### src/rtl/pulse_train_scheduler.sv
// Round-robin scheduler sharing one pulse-train generator between NUM_REQ requesters.
// The winner's width/gap/count are latched at grant; all outputs are registered.
module pulse_train_scheduler #(
    parameter  int NUM_REQ = 4,
    parameter  int CNT_W   = 8,
    localparam int IDW     = $clog2(NUM_REQ)
) (
    input  logic                     clk,
    input  logic                     rstn,
    input  logic [NUM_REQ-1:0]       req_i,
    input  logic [NUM_REQ*CNT_W-1:0] width_i,
    input  logic [NUM_REQ*CNT_W-1:0] gap_i,
    input  logic [NUM_REQ*CNT_W-1:0] count_i,
    output logic [NUM_REQ-1:0]       gnt_o,
    output logic [IDW-1:0]           owner_o,
    output logic                     busy_o,
    output logic                     pulse_o,
    output logic [NUM_REQ-1:0]       done_o
);

    typedef enum logic [1:0] {
        IDLE = 2'd0,
        HIGH = 2'd1,
        LOW  = 2'd2
    } state_t;

    localparam logic [CNT_W-1:0]   ONE_C  = CNT_W'(1);
    localparam logic [CNT_W-1:0]   ZERO_C = CNT_W'(0);
    localparam logic [NUM_REQ-1:0] BIT0_C = NUM_REQ'(1);

    state_t               state_r, state_s;
    logic [CNT_W-1:0]     phase_r, phase_s;
    logic [CNT_W-1:0]     left_r,  left_s;
    logic [CNT_W-1:0]     wid_r,   wid_s;
    logic [CNT_W-1:0]     gap_r,   gap_s;
    logic [IDW-1:0]       ptr_r,   ptr_s;
    logic [IDW-1:0]       owner_r, owner_s;
    logic [NUM_REQ-1:0]   gnt_r,   gnt_s;
    logic [NUM_REQ-1:0]   done_r,  done_s;
    logic                 busy_r,  busy_s;
    logic                 pulse_r, pulse_s;

    logic                 found_s;
    logic [IDW-1:0]       win_s;
    logic [IDW:0]         idx_s;
    logic [CNT_W-1:0]     win_w_s;
    logic [CNT_W-1:0]     win_g_s;
    logic [CNT_W-1:0]     win_c_s;

    // Zero-length high/low phases still last one cycle.
    function automatic logic [CNT_W-1:0] nz_len(input logic [CNT_W-1:0] v);
        nz_len = (v == ZERO_C) ? ONE_C : v;
    endfunction

    function automatic logic [NUM_REQ-1:0] onehot(input logic [IDW-1:0] idx);
        onehot = BIT0_C << idx;
    endfunction

    // Round-robin search: first set request at or above the pointer, wrapping.
    always_comb begin
        found_s = 1'b0;
        win_s   = '0;
        idx_s   = '0;
        for (int i = 0; i < NUM_REQ; i++) begin
            idx_s = {1'b0, ptr_r} + (IDW+1)'(i);
            if (idx_s >= (IDW+1)'(NUM_REQ)) begin
                idx_s = idx_s - (IDW+1)'(NUM_REQ);
            end else begin
                idx_s = idx_s;
            end
            if (!found_s && req_i[idx_s[IDW-1:0]]) begin
                found_s = 1'b1;
                win_s   = idx_s[IDW-1:0];
            end else begin
                found_s = found_s;
            end
        end
    end

    // Winner's configuration slices.
    always_comb begin
        win_w_s = width_i[int'(win_s)*CNT_W +: CNT_W];
        win_g_s = gap_i[int'(win_s)*CNT_W +: CNT_W];
        win_c_s = count_i[int'(win_s)*CNT_W +: CNT_W];
    end

    // Next-state and next-output logic for the train sequencer.
    always_comb begin
        state_s = state_r;
        phase_s = phase_r;
        left_s  = left_r;
        wid_s   = wid_r;
        gap_s   = gap_r;
        ptr_s   = ptr_r;
        owner_s = owner_r;
        gnt_s   = '0;
        done_s  = '0;
        busy_s  = busy_r;
        pulse_s = 1'b0;
        case (state_r)
            IDLE: begin
                busy_s = 1'b0;
                if (found_s) begin
                    state_s = HIGH;
                    gnt_s   = onehot(win_s);
                    owner_s = win_s;
                    ptr_s   = (win_s == IDW'(NUM_REQ-1)) ? '0 : win_s + IDW'(1);
                    wid_s   = nz_len(win_w_s);
                    gap_s   = nz_len(win_g_s);
                    phase_s = nz_len(win_w_s);
                    left_s  = win_c_s;
                    busy_s  = 1'b1;
                    pulse_s = (win_c_s != ZERO_C);
                end else begin
                    state_s = IDLE;
                end
            end
            HIGH: begin
                // left_r counts pulses remaining including the current one.
                if ((left_r == ZERO_C) || ((phase_r == ONE_C) && (left_r == ONE_C))) begin
                    state_s = IDLE;
                    done_s  = onehot(owner_r);
                    busy_s  = 1'b0;
                end else if (phase_r == ONE_C) begin
                    state_s = LOW;
                    phase_s = gap_r;
                    left_s  = left_r - ONE_C;
                end else begin
                    phase_s = phase_r - ONE_C;
                    pulse_s = 1'b1;
                end
            end
            LOW: begin
                if (phase_r == ONE_C) begin
                    state_s = HIGH;
                    phase_s = wid_r;
                    pulse_s = 1'b1;
                end else begin
                    phase_s = phase_r - ONE_C;
                end
            end
            default: begin
                state_s = IDLE;
                busy_s  = 1'b0;
            end
        endcase
    end

    // State and output registers.
    always_ff @(posedge clk or negedge rstn) begin
        if (!rstn) begin
            state_r <= IDLE;
            phase_r <= '0;
            left_r  <= '0;
            wid_r   <= '0;
            gap_r   <= '0;
            ptr_r   <= '0;
            owner_r <= '0;
            gnt_r   <= '0;
            done_r  <= '0;
            busy_r  <= 1'b0;
            pulse_r <= 1'b0;
        end else begin
            state_r <= state_s;
            phase_r <= phase_s;
            left_r  <= left_s;
            wid_r   <= wid_s;
            gap_r   <= gap_s;
            ptr_r   <= ptr_s;
            owner_r <= owner_s;
            gnt_r   <= gnt_s;
            done_r  <= done_s;
            busy_r  <= busy_s;
            pulse_r <= pulse_s;
        end
    end

    assign gnt_o   = gnt_r;
    assign done_o  = done_r;
    assign owner_o = owner_r;
    assign busy_o  = busy_r;
    assign pulse_o = pulse_r;

endmodule

### config.mk
export PLATFORM = sky130hd
export DESIGN_NAME = pulse_train_scheduler
export DESIGN_NICKNAME = d
export VERILOG_FILES = /design/src/rtl/pulse_train_scheduler.sv
export SDC_FILE = /design/constraint.sdc
export NUM_CORES = 1
export LEC_CHECK = 0
export BUFFER_PORTS_ARGS = -buffer_cell sky130_fd_sc_hd__buf_2
export CAP_MARGIN = 15
export CORE_ASPECT_RATIO = 1.5
export CORE_MARGIN = 2
export CORE_UTILIZATION = 45
export DETAILED_ROUTE_END_ITERATION = 7
export PLACE_DENSITY = 0.72
export SYNTH_ARGS = -nofsm -noshare
export SYNTH_HDL_FRONTEND = slang
export SYNTH_SLANG_ARGS = --single-unit
export TNS_END_PERCENT = 1
### constraint.sdc
create_clock -name clk -period 5.45 [get_ports clk]
set_clock_uncertainty 0.15 [all_clocks]
set_input_delay 1.3625 -clock clk [delete_from_list [all_inputs] [get_ports clk]]
set_output_delay 1.3625 -clock clk [all_outputs]
set_load 0.02 [all_outputs]
## After elaboration in Yosys (flattened, before gate mapping)

Index checks and enable logic that the tools add are counted.

| word-level totals | value |
|---|---|
| bits in registers | 48 |
| output and inout bits | 12 |

| operators by class | value |
|---|---|
| add/subtract/negate cells | 10 |
| $lt $le $gt $ge | 8 |
| equality and inequality tests | 11 |
| shift-type cells | 5 |
| muxes and demuxes | 49 |
| bitwise gates (word level) | 1 |
| reduce and logical (&&, ||, !) cells | 20 |

Operators with widths:

| cell | count |
|---|---|
| indexed part select 32 x 6 -> 8 bit | 3 |
| 2-to-1 mux 8 bit | 9 |
| zero test 8 bit | 3 |
| 2-to-1 mux 2 bit | 12 |
| case mux 8 bit (3 select lines) | 1 |
| == test 8 x 1 -> 1 bit, second input constant | 2 |
| 2-to-1 mux 4 bit | 4 |
| case mux 8 bit (2 select lines) | 1 |
| subtractor 8 x 1 -> 8 bit, second input constant | 2 |
| 2-to-1 mux 1 bit | 15 |
| less-than comparator 2 x 3 -> 1 bit, second input constant | 4 |
| != test 2 bit, second input constant | 5 |
| >= comparator 3 bit, second input constant | 3 |
| binary-select mux 1 bit (select 2 bit) | 4 |
| nonzero test 8 bit | 1 |
| << shifter 1 x 2 -> 4 bit, first input constant | 2 |
| subtractor 2 x 1 -> 2 bit, second input constant | 4 |
| adder 2 x 2 -> 3 bit, second input constant | 2 |
| case mux 1 bit (3 select lines) | 2 |
| case mux 2 bit (3 select lines) | 1 |
| AND reduction 2 bit | 3 |
| == test 2 bit, second input constant | 2 |
| logical AND 1 bit | 4 |
| AND reduction 4 bit | 1 |
| 12 further kinds | 14 |

## Depth between registers and ports, before layout

| depth | value |
|---|---|
| depth in word-level cells | 19 |
| depth in mapped cells | 11 |
| mapped depth without buffers | 9 |

## Worst setup path after synthesis

OpenSTA, ideal clock, no wires.

| timing path | value |
|---|---|
| path kind | input -> register |
| start point | input port req_i[0] |
| end point | register pulse_r, in the netlist pulse_o |
| data arrival time | 3114 ps |
| path slack | 2051 ps |
| stages | 9 |
| cells stage by stage | nor2b_4 or4_4 buf_6 buf_6 and3_2 a211oi_2 o22ai_1 nor4_1 o22ai_1 |

| between the ends | value |
|---|---|
| cells in the longest elaborated chain, start to end | 16 |
| elaborated cells between the ends (all ways) | 26 |
| those cells by class | shift: 1; mux: 18; reduce/logical: 7 |

RTL lines:

| element | line | source |
|---|---|---|
| from (decl) | 10 | `input logic [NUM_REQ-1:0] req_i,` |
| binary-select mux 1 bit (select 2 bit) | 71 | `if (!found_s && req_i[idx_s[IDW-1:0]]) begin` |
| 2-to-1 mux 1 bit (implied by the code) | 71 |  |
| 2-to-1 mux 1 bit | 71 |  |
| zero test 1 bit | 71 |  |
| logical AND 1 bit | 71 |  |
| 2-to-1 mux 1 bit | 71 |  |
| zero test 1 bit | 71 |  |
| logical AND 1 bit | 71 |  |
| 2-to-1 mux 1 bit | 71 |  |
| zero test 1 bit | 71 |  |
| logical AND 1 bit | 71 |  |
| 2-to-1 mux 2 bit | 71 |  |
| indexed part select 32 x 6 -> 8 bit | 84 | `win_c_s = count_i[int'(win_s)*CNT_W +: CNT_W];` |
| nonzero test 8 bit | 113 | `pulse_s = (win_c_s != ZERO_C);` |
| 2-to-1 mux 1 bit * | 103 | `if (found_s) begin` |
| case mux 1 bit (3 select lines) * | 100 | `case (state_r)` |
| named net pulse_s | 41 | `logic pulse_r, pulse_s;` |
| to (signal assigned) | 174 | `pulse_r <= pulse_s;` |
| to (decl) | 41 |  |

Mark *: on every way through the listed nets, which the timed path passes. The rest lies on a longest branch. The select of a mux whose other input is x is not followed.
A chain may end at the register's enable or synchronous reset.

## Final worst setup path

| timing path | value |
|---|---|
| start point | input port req_i[2] |
| end point | register gap_r[0] |

| between the ends | value |
|---|---|
| cells in the longest elaborated chain, start to end | 15 |
| elaborated cells between the ends (all ways) | 26 |
| those cells by class | shift: 1; mux: 17; reduce/logical: 8 |

RTL lines:

| element | line | source |
|---|---|---|
| binary-select mux 1 bit (select 2 bit) | 71 |  |
| 2-to-1 mux 1 bit (implied by the code) | 71 |  |
| 2-to-1 mux 1 bit | 71 |  |
| zero test 1 bit | 71 |  |
| logical AND 1 bit | 71 |  |
| 2-to-1 mux 1 bit | 71 |  |
| zero test 1 bit | 71 |  |
| logical AND 1 bit | 71 |  |
| 2-to-1 mux 1 bit | 71 |  |
| zero test 1 bit | 71 |  |
| logical AND 1 bit | 71 |  |
| 2-to-1 mux 2 bit | 71 |  |
| indexed part select 32 x 6 -> 8 bit | 83 | `win_g_s = gap_i[int'(win_s)*CNT_W +: CNT_W];` |
| zero test 8 bit | 52 | `nz_len = (v == ZERO_C) ? ONE_C : v;` |
| 2-to-1 mux 8 bit | 52 |  |
| to (signal assigned) | 168 | `gap_r <= gap_s;` |
| to (decl) | 35 | `logic [CNT_W-1:0] gap_r, gap_s;` |

Several ways; a longest one is shown, not always the timed one. The select of a mux whose other input is x is not followed.

==> summary.txt <==
Run status
  • Outcome: finished, final reports clean

Timing
  • Worst hold slack: 0.3284 ns
  • Slew at the pin with the worst max-slew slack: 0.8886 ns
  • Final worst slack: 1.553 ns
  • RSZ-0062 raised after global routing: no
  • Slew headroom: 0.4076
  • Final setup viols: 0
  • Setup TNS: 0 ns
  • Fmax: 0.2566 GHz
  • Endpoints failing hold: 0
  • Min cycle time layout: 3.897 ns
  • Final Cycle Share: 0.7150
  • Max-slew violations: 0

Yosys
  • Post-synthesis sequential area ratio: 0.3372
  • Async SR Flop Fraction: 1.000
  • Top-count cell post-synth: nand2_1
  • Register bit total from synthesis: 48
  • Share of the synthesized area in the top cell type: 0.3372
  • Syn avg cell area: 8.362 µm²
  • Largest area contributor in the netlist: dfrtp_1
  • Area contributors post-synth: dfrtp_1 34%, o21ai_0 6.2%, nand2_1 5.7%
  • Mapped cell area: 3562 µm²
  • Syn nets: 541
  • Post-Synthesis Cells: 426
  • Synth cell types: 63
  • Ys Warns: 0
  • Number of flops mapped to enable cells by yosys: 0
  • Synth top cells by count: 54 x nand2_1, 48 x dfrtp_1, 44 x o21ai_0
  • Most used DFF post-synth: dfrtp_1

Worst setup path
  • WP data arrival: 3.98 ns
  • Most common cell on crit path: mux2i_1
  • WS Path Type: input pin to register
  • Critical Path Sink Type: register
  • Crit path max-delay family: simple AND/OR/NAND/NOR gates
  • Max incr delay on CP: 0.70 ns
  • WP data required: 5.54 ns
  • Worst-path cell chain: buf_2 -> nor2b_1 -> nand4b_2 -> nand2_8 -> inv_4 -> mux2i_1 -> mux2i_1 -> a2111oi_0 -> a21o_1
  • Max FO, Critical Path: 34
  • Worst path bufs/invs: 2
  • Critical-path top delay cell: nand4b_2
  • Setup crit start kind: input pin

Floorplanning
  • Core Rows: 39
  • DIE HEIGHT: 113.0 µm
  • Initial Utilization: 0.4650
  • IO Count: 114
  • Core area: 7661 µm²
  • Die area: 8658 µm²
  • Die width: 76.65 µm

Route
  • Vias: 3660
  • Post-route ant nets: 0
  • Iter 0 DRT Violations: 252
  • DRC viols: 0
  • Vias per inst: 5.819
  • Drt first pass iters: 5
  • Drt total wl: 10150 µm
  • WL per Instance: 16.14 µm

CTS
  • Clk slew on worst S/H paths: 0.07 ns
  • Clock Path Buffers: 2
  • H-tree levels: 2
  • Post-CTS sizing: 0
  • Clock Latency Late Sink: 0.29 ns
  • Number of setup buffers added after CTS: 0
  • Clock buffer count from CTS: 5
  • CTS root buf: clkbuf_16
  • Clk sink count: 48
  • CTS tree: done
  • Cts hold-fix bufs: 0

Global route
  • Number of global-route vias before repair: 3570
  • First-pass GRT wire length: 16690 µm
  • GR Util met1: 0.2963
  • Gr ovfl total: 0
  • Global routing usage on met2: 0.4130
  • Top Usage Layer GRT: met2
  • Largest net degree at the start of global routing: 49
  • Total GRT Usage: 0.2377
  • Initial antenna violation count: 0
  • Met3 usage: 0.02871

Final layout
  • Filler cells: 707
  • Nets@finish: 641
  • Layout cells sized above 1: 0.2884
  • Area Overhead vs Synth: 22.09%
  • Inserted Diodes: 0
  • Final Instance Area: 4349 µm²

Pwr
  • Sequential Power Share: 0.278
  • Power share of the clock group: 0.150
  • Sw Pwr: 1.127 mW
  • Power per cell area: 559.3 nW/µm²
  • Logic gate share of total power: 0.571
  • Switch share: 0.4634
  • Internal: 1.305 mW
  • Total power: 2.433 mW
  • Leakage Power: 2.112 nW
  • Maximum VDD drop: 0.2710 mV

Place
  • Post-DP HPWL: 7719 µm
  • GP Congestion: 0.9532
  • Pre-CTS WS: 1.270 ns
  • Placed inst area: 4151 µm²
  • Buffers on Ports: 113

Worst hold path
  • Hold/Removal Path Class: register to register

Flow run
  • Max cap viols: 0
[cells by family after synthesis]
family                   Yosys count  synth area share
AO/OA/AOI/OAI                    132            0.2410
XOR/XNOR                           4          0.009837
adder cells (fa/ha/maj)           13           0.04566
buffers and inverters             38           0.05198
flip-flops                        48            0.3372
multiplexers                      24           0.07025
AND/OR/NAND/NOR                  167            0.2441
[sequential cells by signal (all words and copies together), names as in the netlist]
name,cells
owner_o,2
busy_o,1
done_o,4
gnt_o,4
left_r,8
phase_r,8
gap_r,8
ptr_r,2
state_r,2
pulse_o,1
wid_r,8
[final timing paths]
| kind | from | endpoint | slack (ns) | depth (start not counted) |
|---|---|---|---|---|
| max | req_i[2] | gap_r[0] | 1.55 | 9 |
| max reg2reg | phase_r[2] | left_r[6] | 2.36 | 8 |
| min in group asynchronous | rstn | gnt_o[2] | 0.77 | 1 |
| min | busy_o | busy_o | 0.33 | 2 |
| max in group asynchronous | rstn | left_r[0] | 3.89 | 2 |
| min reg2reg | busy_o | busy_o | 0.33 | 2 |
[power by group through the flow]
stage | registers (mW) | clock network [mW] | logic (mW)
detailed placement | 0.679 | 0 | 1.38
floorplan | 0.665 | 0 | 1.05
global placement | 0.672 | 0 | 1.34
CTS | 0.674 | 0.369 | 1.39
finish | 0.677 | 0.366 | 1.39
global route | 0.700 | 0.383 | 1.55
[cell usage in the layout (no fill, tap or decap), types with 13 or more instances in the layout]
cell type	instances
a21oi_1	24
buf_2	113
dfrtp_1	48
nor2_1	20
nand2_1	54
a211oi_1	18
ha_1	13
o21ai_0	44
mux2i_1	16
nand3_1	20
and3_1	19
[tightest hold or removal path, delay by kind of cell (launching register included)]
kind,cells,cell delay [ns]
DFF,1,0.34
AOI/OAI and AO/OA,1,0.06
and+or+nand+nor,1,0.04
[routing by layer]
layer	vias up	wire length, µm
li1	1777	-
met1	1698	4324
met2	157	4978
met3	28	540
met4	0	310
met5	-	0
[cell type report]
class                           count  area (µm²)  area share
Inverter                           13       51.30     0.01180
Timing Repair Buffer              118       615.6      0.1415
Multi-Input combinational cell    340        2176      0.5003
Sequential cell                    48        1201      0.2762
Tap cell                          102       127.6     0.02934
Clock buffer                        6       138.9     0.03193
Clock inverter                      2       38.79    0.008918
[stage by stage]
stage | utilization | std cells
final | 0.5677 | 629
after global routing | 0.5677 | 629
after CTS | 0.5651 | 628
after detailed placement | 0.5419 | 620
after global placement | 0.5419 | 620
after floorplan | - | 426
Power figures use the tool's default switching activity.
